### src/rtl/cla_add_pipe.sv
// Pipelined carry-lookahead adder/subtractor: {cout,res} = a + (sub ? ~b : b) + (sub ? 1 : cin), plus signed overflow.
// Latency: STAGES register stages; a beat offered in cycle c is presented on the outputs in cycle c+STAGES when not stalled.
// Backpressure: full valid/ready; a stage loads when empty or when its successor loads; outputs hold while out_valid && !out_ready.
module cla_add_pipe #(
  parameter int N      = 32,
  parameter int GROUP  = 4,
  parameter int STAGES = 2
) (
  input  logic         clk,
  input  logic         rst_n,
  input  logic         in_valid,
  output logic         in_ready,
  input  logic [N-1:0] a,
  input  logic [N-1:0] b,
  input  logic         cin,
  input  logic         sub,
  output logic         out_valid,
  input  logic         out_ready,
  output logic [N-1:0] res,
  output logic         cout,
  output logic         ovf
);

  // Number of lookahead groups; the top group is partial when N is not a multiple of GROUP.
  localparam int NG = (N + GROUP - 1) / GROUP;
  // With one stage everything is combinational into a single result register;
  // otherwise stage 0 holds generate/propagate and the rest hold the finished sum.
  localparam int NR        = (STAGES == 1) ? 1 : STAGES - 1;
  localparam int FIRST_SUM = STAGES - NR;

  typedef struct packed {
    logic [N-1:0] p;
    logic [N-1:0] g;
    logic         ci;
    logic         a_msb;
    logic         bb_msb;
  } pg_t;

  typedef struct packed {
    logic [N-1:0] res;
    logic         cout;
    logic         ovf;
  } sum_t;

  logic [N-1:0]      bb;
  pg_t               pg_in;
  pg_t               pg_src;
  sum_t              sum_c;
  logic [NG-1:0]     grp_g;
  logic [NG-1:0]     grp_p;
  logic [NG:0]       grp_c;
  logic [N-1:0]      bit_c;
  logic [STAGES-1:0] vld;
  logic [STAGES-1:0] vld_src;
  logic [STAGES-1:0] load;
  sum_t              sr [NR];

  // Operand conditioning: subtract is a + ~b + 1, so cin is ignored in subtract mode.
  always_comb begin
    bb            = sub ? ~b : b;
    pg_in.p       = a ^ bb;
    pg_in.g       = a & bb;
    pg_in.ci      = sub | cin;
    pg_in.a_msb   = a[N-1];
    pg_in.bb_msb  = bb[N-1];
  end

  generate
    if (STAGES == 1) begin : g_src_comb
      assign pg_src = pg_in;
    end else begin : g_src_reg
      pg_t pg_q;
      // First stage captures per-bit generate/propagate, the carry-in and the sign bits.
      always_ff @(posedge clk or negedge rst_n) begin
        if (!rst_n)       pg_q <= '0;
        else if (load[0]) pg_q <= pg_in;
      end
      assign pg_src = pg_q;
    end
  endgenerate

  // Group generate/propagate, folded from the low bit of each group upward.
  always_comb begin
    grp_g = '0;
    grp_p = '1;
    for (int i = 0; i < N; i++) begin
      grp_g[i/GROUP] = pg_src.g[i] | (pg_src.p[i] & grp_g[i/GROUP]);
      grp_p[i/GROUP] = grp_p[i/GROUP] & pg_src.p[i];
    end
  end

  // Inter-group carries: each one is an independent sum-of-products over the lower groups' G/P and ci.
  always_comb begin
    logic acc;
    logic pp;
    grp_c = '0;
    acc   = 1'b0;
    pp    = 1'b1;
    for (int j = 0; j <= NG; j++) begin
      acc = 1'b0;
      pp  = 1'b1;
      for (int i = j - 1; i >= 0; i--) begin
        acc = acc | (pp & grp_g[i]);
        pp  = pp & grp_p[i];
      end
      grp_c[j] = acc | (pp & pg_src.ci);
    end
  end

  // Bit carries inside each group start from that group's lookahead carry; sum and flags follow.
  always_comb begin
    logic c;
    bit_c = '0;
    c     = 1'b0;
    for (int i = 0; i < N; i++) begin
      if (i % GROUP == 0) c = grp_c[i/GROUP];
      bit_c[i] = c;
      c = pg_src.g[i] | (pg_src.p[i] & c);
    end
    sum_c.res  = pg_src.p ^ bit_c;
    sum_c.cout = grp_c[NG];
    sum_c.ovf  = (pg_src.a_msb == pg_src.bb_msb) && (sum_c.res[N-1] != pg_src.a_msb);
  end

  // Stage k loads when the consumer is taking a beat or any stage at or after k has a hole.
  always_comb begin
    load = '0;
    for (int k = 0; k < STAGES; k++) begin
      load[k] = out_ready;
      for (int j = k; j < STAGES; j++) begin
        if (!vld[j]) load[k] = 1'b1;
      end
    end
  end

  // Valid source for each stage: the input for stage 0, the previous stage otherwise.
  always_comb begin
    vld_src    = vld << 1;
    vld_src[0] = in_valid;
  end

  assign in_ready = load[0];

  // Stage valid bits; reset drops every in-flight beat.
  always_ff @(posedge clk or negedge rst_n) begin
    if (!rst_n) begin
      vld <= '0;
    end else begin
      for (int k = 0; k < STAGES; k++) begin
        if (load[k]) vld[k] <= vld_src[k];
      end
    end
  end

  // Result registers: first one captures the computed sum, the rest are pure delay.
  always_ff @(posedge clk or negedge rst_n) begin
    if (!rst_n) begin
      for (int r = 0; r < NR; r++) sr[r] <= '0;
    end else begin
      if (load[FIRST_SUM]) sr[0] <= sum_c;
      for (int r = 1; r < NR; r++) begin
        if (load[FIRST_SUM + r]) sr[r] <= sr[r-1];
      end
    end
  end

  assign out_valid = vld[STAGES-1];
  assign res       = sr[NR-1].res;
  assign cout      = sr[NR-1].cout;
  assign ovf       = sr[NR-1].ovf;

endmodule

### config.mk
export PLATFORM = sky130hd
export DESIGN_NAME = cla_add_pipe
export DESIGN_NICKNAME = d
export VERILOG_FILES = /design/src/rtl/cla_add_pipe.sv
export SDC_FILE = /design/constraint.sdc
export NUM_CORES = 1
export LEC_CHECK = 0
export ABC_AREA = 1
export BUFFER_PORTS_ARGS = -buffer_cell sky130_fd_sc_hd__buf_2
export CAP_MARGIN = 20
export CELL_PAD_IN_SITES_DETAIL_PLACEMENT = 0
export CELL_PAD_IN_SITES_GLOBAL_PLACEMENT = 2
export CORE_MARGIN = 4
export CORE_UTILIZATION = 34
export DETAILED_ROUTE_END_ITERATION = 12
export PLACE_DENSITY = 0.84
export REMOVE_ABC_BUFFERS = 1
export SKIP_CTS_REPAIR_TIMING = 1
export SLEW_MARGIN = 40
export SYNTH_ARGS = -nofsm -noshare
export SYNTH_HDL_FRONTEND = slang
export SYNTH_SLANG_ARGS = --single-unit
### constraint.sdc
create_clock -name clk -period 3.7 [get_ports clk]
set_input_delay 0.74 -clock clk [delete_from_list [all_inputs] [get_ports clk]]
set_output_delay 0.74 -clock clk [all_outputs]
set_load 0.05 [all_outputs]
==> results of run 1 <==
[through the flow]
step | hold slack (ns) | setup slack (ns) | cell area (sq um) | power, mW | std cells
floorplan | 0.4444 | 0.6141 | 5396 | 2.523 | 543
global placement | 0.4590 | 0.6911 | 6250 | 2.929 | 869
detailed placement | 0.4608 | 0.6206 | 6252 | 2.944 | 869
CTS | 0.4426 | 0.5872 | 6545 | 3.918 | 885
global route | 0.4687 | 0.2930 | 6545 | 4.130 | 885
finish | 0.3983 | 0.6413 | 6545 | 3.849 | 885
[worst register-to-register path: cells and delay by family (launching register included)]
family / cells / cell delay (ns)
AO/OA/AOI/OAI: 2 / 0.28
XOR/XNOR: 1 / 0.23
adder cells (fa/ha/maj): 3 / 0.52
flip-flops: 1 / 0.41
AND/OR/NAND/NOR: 14 / 1.52
[report_power, final]
group	leakage, nW	total (mW)	switching [mW]	internal [mW]
sequential	1.25	1.54	0.164	1.38
combinational	2.03	1.36	0.950	0.412
clock	0.140	0.948	0.405	0.543
[layout make-up]
class | instances | area [sq um]
tap | 216 | 270.3
timing repair buffer | 110 | 580.6
multi-input combinational | 403 | 2685
clock buffer | 13 | 250.2
inverter | 37 | 138.9
fill | 1597 | 9283
sequential | 103 | 2577
clock inverter | 3 | 42.54
[sequential cells by signal, indices dropped and copies added, names as in the netlist]
| name | cells |
|---|---|
| g_src_reg.pg_q | 66 |
| res | 32 |
| vld | 2 |
| bit_c | 1 |
| cout | 1 |
| ovf | 1 |
[logic make-up after synthesis]
group,share of synthesized area [%]
muxes,8.006
adders and majority gates,12.77
and+or+nand+nor,16.90
xor gates and xnor gates,6.387
buffers and inverters,4.151
DFF,46.99
AOI/OAI and AO/OA,4.790
[how the worst min path moves through the flow]
stage / startpoint / endpoint / depth (start not counted)
global route: rst_n / res[7]$_DFFE_PN0P_ / 1
global placement: res[21]$_DFFE_PN0P_ / res[21]$_DFFE_PN0P_ / 2
CTS: rst_n / g_src_reg.pg_q[40]$_DFFE_PN0P_ / 1
detailed placement: res[2]$_DFFE_PN0P_ / res[2]$_DFFE_PN0P_ / 2
floorplan: rst_n / bit_c[0]$_DFFE_PN0P_ / 0
finish: rst_n / res[7]$_DFFE_PN0P_ / 1
[routing by layer]
metal,vias up,global-route usage [%]
met4,0,5.543
met5,-,0
met3,15,2.832
li1,2033,-
met2,69,22.43
met1,1790,19.69
[cell usage in the layout (no fill, tap or decap)]
cell,count
buf_2,103
nand2_4,1
nor3_1,1
o211ai_1,1
xor2_1,40
o21a_1,1
clkbuf_1,3
o21ai_1,7
buf_12,1
mux2_1,39
nand3_2,1
nor4_4,1
or2_2,17
o21ai_0,31
inv_1,36
nor2_4,1
bufinv_16,1
o31ai_1,1
a21oi_1,10
nor2_1,21
clkinv_2,1
nand3b_1,1
clkbuf_8,1
nor2_2,2
nand2_1,154
nand3_1,13
clkbuf_16,9
clkinvlp_4,1
buf_4,6
nand4_1,4
inv_2,1
dfrtp_1,103
ha_1,56
==> flow_summary.json, run 1 <==
{
  "p_leak_nw": 3.427,
  "async_flop_share_pct": 100.0,
  "reg2reg_to": "ovf$_DFFE_PN0P_",
  "yosysWarnings": 0,
  "required_ns": 3.96,
  "nets": 790,
  "numPortBuffers": 105,
  "crit_cells": 20,
  "htreeDepth": 3,
  "synth_area_sq_um": 5485,
  "path_buf_inv": 0,
  "clk_path_buf_depth": 2,
  "antenna_found_initial": 0,
  "clk_pin_slew_ns": 0.07,
  "grt_overflow": 0,
  "grt_pass1_vias": 4245,
  "synthFlopType": "dfrtp_1",
  "rr_startpoint": "g_src_reg.pg_q[52]$_DFFE_PN0P_",
  "yosysUniqueCellTypes": 25,
  "critPathLaunch": "g_src_reg.pg_q[52]$_DFFE_PN0P_",
  "clock_latency_ns": 0.35,
  "met3_length_um": 446,
  "die_area_sq_um": 18230,
  "antenna_cells": 0,
  "slew_headroom_pct": 56.33,
  "grt_use_total_pct": 14.33,
  "core_area_sq_um": 15830,
  "finalCriticalPeriod_ns": 3.059,
  "grt_pass1_wl_um": 20700,
  "vias_per_cell": 4.415,
  "drt_first_pass_iters": 4,
  "place.gp.congestion": 0.8147,
  "synth-edff-count": 0,
  "io_pins": 106,
  "r2r_slack_ns": 0.64,
  "crit_path_end_kind": "register",
  "drt-met1-wl_um": 6017,
  "drc": 0,
  "tightest_slew_ns": 0.6550,
  "cts.sinks": 103,
  "wl_met2_um": 5467,
  "avgRoutedWirePerCell_um": 13.73,
  "avgSynthCellArea_sq_um": 9.743,
  "path_common_cell": "nand2_1",
  "synthTopCellsByCount": "nand2_1, dfrtp_1, ha_1",
  "timing_worst_setup_path_type": "register to register",
  "cts_tree": "built",
  "startpoint_type": "register",
  "synthToLayoutAreaGrowth_pct": 19.32,
  "vdd_drop_max_mv": 0.2703,
  "outcome": "finished, final reports clean",
  "powerDensity_nw_per_um2": 588.1,
  "min_period_over_period_pct": 82.67,
  "setup_tns_ns": 0,
  "dp_hpwl_um": 8793,
  "reg2reg_depth": 20,
  "crit_arrival_ns": 3.32,
  "grt_setup_unrepaired": "no",
  "endpoint": "ovf$_DFFE_PN0P_",
  "hold_viol_final": 0,
  "drtIter0Drc": 179,
  "setup_viol": 0,
  "synth_top_area_share_pct": 46.99,
  "skew_ns": 0.006384,
  "cpMaxStageDelayCell": "dfrtp_1",
  "ys_seq_elements": 103,
  "rows": 46,
  "synth.most_common_cell": "nand2_1",
  "top_layer": "met4",
  "netlist_instances": 563,
  "wirelength_um": 12150,
  "vias": 3907,
  "drv_slew": 0,
  "synth_top_area_cell": "dfrtp_1",
  "yosysSeqAreaShare_pct": 46.99,
  "synth.area.top_cells": "dfrtp_1, ha_1, nand2_1",
  "grt_max_degree": 59,
  "max_stage_delay_ns": 0.41,
  "die_h_um": 135.0,
  "start_util_pct": 34.66,
  "fmax_mhz": 326.9,
  "cts-root-buf": "clkbuf_16",
  "hold_path_class": "input pin to asynchronous set/reset pin",
  "cap_violations": 0,
  "crit_family": "simple AND/OR/NAND/NOR gates",
  "path_cells": "nand2_1 -> nand2_1 -> nand2_1 -> nand2_1 -> nand2_1 -> nand2_1 -> nand3b_1 -> nor2_1 -> nand3_2 -> nand2_1 -> nand2_1 -> ha_1 -> or2_2 -> ha_1 -> or2_2 -> ha_1 -> nor2_1 -> xor2_1 -> a21oi_1 -> o31ai_1",
  "postLayoutCoreUtil_pct": 41.35,
  "drtAntennaViolNets": 0,
  "worst-path-max-fanout": 4,
  "cts_buffers": 9,
  "drive_gt1_share_pct": 21.97,
  "die_x_um": 135.0
}
(Power assumes the default switching activity.)
==> inputs of run 2 (changes only) <==
--- a/config.mk
+++ b/config.mk
@@ -11,9 +11,9 @@
 export CELL_PAD_IN_SITES_DETAIL_PLACEMENT = 0
 export CELL_PAD_IN_SITES_GLOBAL_PLACEMENT = 2
 export CORE_MARGIN = 4
-export CORE_UTILIZATION = 34
+export CORE_UTILIZATION = 31
 export DETAILED_ROUTE_END_ITERATION = 12
-export PLACE_DENSITY = 0.84
+export PLACE_DENSITY = 0.81
 export REMOVE_ABC_BUFFERS = 1
 export SKIP_CTS_REPAIR_TIMING = 1
 export SLEW_MARGIN = 40
==> constraint.sdc (replaced) <==
create_clock -name clk -period 2.75 [get_ports clk]
set_input_delay 0.55 -clock clk [delete_from_list [all_inputs] [get_ports clk]]
set_output_delay 0.55 -clock clk [all_outputs]
set_load 0.05 [all_outputs]
==> flow_summary.json, run 2 (synthesis results as in run 1) <==
{
  "wirelength_um": 13350,
  "crit_path_end_kind": "register",
  "layout_common_cells": "nand2_1, buf_2, dfrtp_1",
  "grt_setup_unrepaired": "yes",
  "dp_cells": 929,
  "core_area_sq_um": 17300,
  "cts_tree": "built",
  "regMostFlops": "g_src_reg.pg_q",
  "max_stage_delay_ns": 0.41,
  "path_buf_inv": 0,
  "grt_pass1_vias": 4660,
  "clk_path_buf_depth": 2,
  "tightest_slew_ns": 0.5683,
  "design_area_sq_um": 7202,
  "rows": 48,
  "place_area_sq_um": 6669,
  "grt_overflow": 0,
  "antenna_found_initial": 0,
  "crit_family": "simple AND/OR/NAND/NOR gates",
  "cts-root-buf": "clkbuf_16",
  "die_x_um": 141.0,
  "drt_first_pass_iters": 5,
  "min_period_over_period_pct": 105.4,
  "grt_max_degree": 57,
  "required_ns": 2.97,
  "path_common_cell": "nand2_1",
  "critPathLaunch": "g_src_reg.pg_q[52]$_DFFE_PN0P_",
  "dp_hpwl_um": 9727,
  "finalCriticalPeriod_ns": 2.898,
  "antenna_cells": 0,
  "vias_per_cell": 4.438,
  "preCtsSetupSlack_ns": -0.3260,
  "fmax_mhz": 345.1,
  "timing_worst_setup_path_type": "register to register",
  "cts_buffers": 9,
  "clk_pin_slew_ns": 0.07,
  "io_pins": 106,
  "clock_latency_ns": 0.35,
  "drv_slew": 0,
  "outcome": "finished, violations left",
  "vias": 4194,
  "die_h_um": 141.0,
  "synthToLayoutAreaGrowth_pct": 31.30,
  "grt_pass1_wl_um": 22460,
  "cpMaxStageDelayCell": "dfrtp_1",
  "drtIter0Drc": 195,
  "slew_headroom_pct": 62.11,
  "cap_violations": 0,
  "place.gp.congestion": 0.8028,
  "final_common_cell": "nand2_1",
  "failed_checks": "negative setup slack",
  "numPortBuffers": 105,
  "setup_viol": 5,
  "htreeDepth": 3,
  "crit_arrival_ns": 3.12,
  "setup_tns_ns": -0.2289,
  "p_leak_nw": 3.727,
  "drtAntennaViolNets": 0,
  "rr_startpoint": "g_src_reg.pg_q[52]$_DFFE_PN0P_",
  "postLayoutCoreUtil_pct": 41.64,
  "finalNonFillerCells": 945,
  "vdd_drop_max_mv": 0.3761,
  "power_mw": 5.588,
  "cts.sinks": 103,
  "holdWs_ns": 0.1680,
  "hold_viol_final": 0,
  "die_area_sq_um": 19890,
  "powerDensity_nw_per_um2": 775.8,
  "skew_ns": 0.007642,
  "largest_reg_flops": 66,
  "hold_path_class": "input pin to asynchronous set/reset pin",
  "avgRoutedWirePerCell_um": 14.12,
  "path_cells": "nand2_1 -> nand2_1 -> nand2_1 -> nand2_1 -> nand2_1 -> nand2_1 -> nand3b_1 -> nor2_2 -> nand3_2 -> nand2_1 -> nand2_1 -> ha_2 -> or2_4 -> ha_4 -> or2_4 -> ha_4 -> nor2_4 -> xor2_2 -> o21a_1 -> o31ai_2",
  "drc": 0,
  "nets": 841,
  "timing.final.ws_setup_ns": -0.1479,
  "drive_gt1_share_pct": 32.36,
  "start_util_pct": 31.71,
  "grt_use_total_pct": 14.03,
  "startpoint_type": "register",
  "worst-path-max-fanout": 4
}
## run 2: cell types whose count changed in the layout (fill, tap and decap cells not counted), moves of 6 or more
cell / previous run / this run
ha_1: 56 / 45
nand2_1: 154 / 148
ha_4: 0 / 7
or2_2: 17 / 11
nor2_1: 21 / 15
or2_4: 0 / 6
buf_4: 6 / 52
## run 2: path summary, 6_finish.rpt
path / endpoint / slack, ns / depth (start not counted)
setup / recovery: ovf$_DFFE_PN0P_ / -0.15 / 20
hold / removal: res[5]$_DFFE_PN0P_ / 0.17 / 1
setup reg to reg: ovf$_DFFE_PN0P_ / -0.15 / 20
hold reg to reg: res[26]$_DFFE_PN0P_ / 0.47 / 2
max in group asynchronous: g_src_reg.pg_q[35]$_DFFE_PN0P_ / 1.88 / 2
min in group clk: vld[0]$_DFFE_PN0P_ / 0.40 / 3
## run 2: area by class of cell
| cell class | count | area [sq um] |
|---|---|---|
| clock inverter | 4 | 51.30 |
| tap | 225 | 281.5 |
| clock buffer | 12 | 266.5 |
| sequential | 103 | 2577 |
| multi-input combinational | 403 | 2893 |
| inverter | 37 | 138.9 |
| fill | 1789 | 10090 |
| timing repair buffer | 161 | 993.5 |
## run 2: power by group
group          total, mW  internal [mW]  switching, mW
clock network       1.36          0.783          0.580
logic               2.15          0.768           1.39
registers           2.07           1.85          0.222
## run 2: metal layers
metal  global-route usage (%)  vias up  part of all wire, %
met5                        0        -                    0
li1                         -     2123                    -
met1                    17.87     1990                   45
met3                    2.849       15                  3.6
met4                    4.691        0                  1.8
met2                    23.84       66                   49
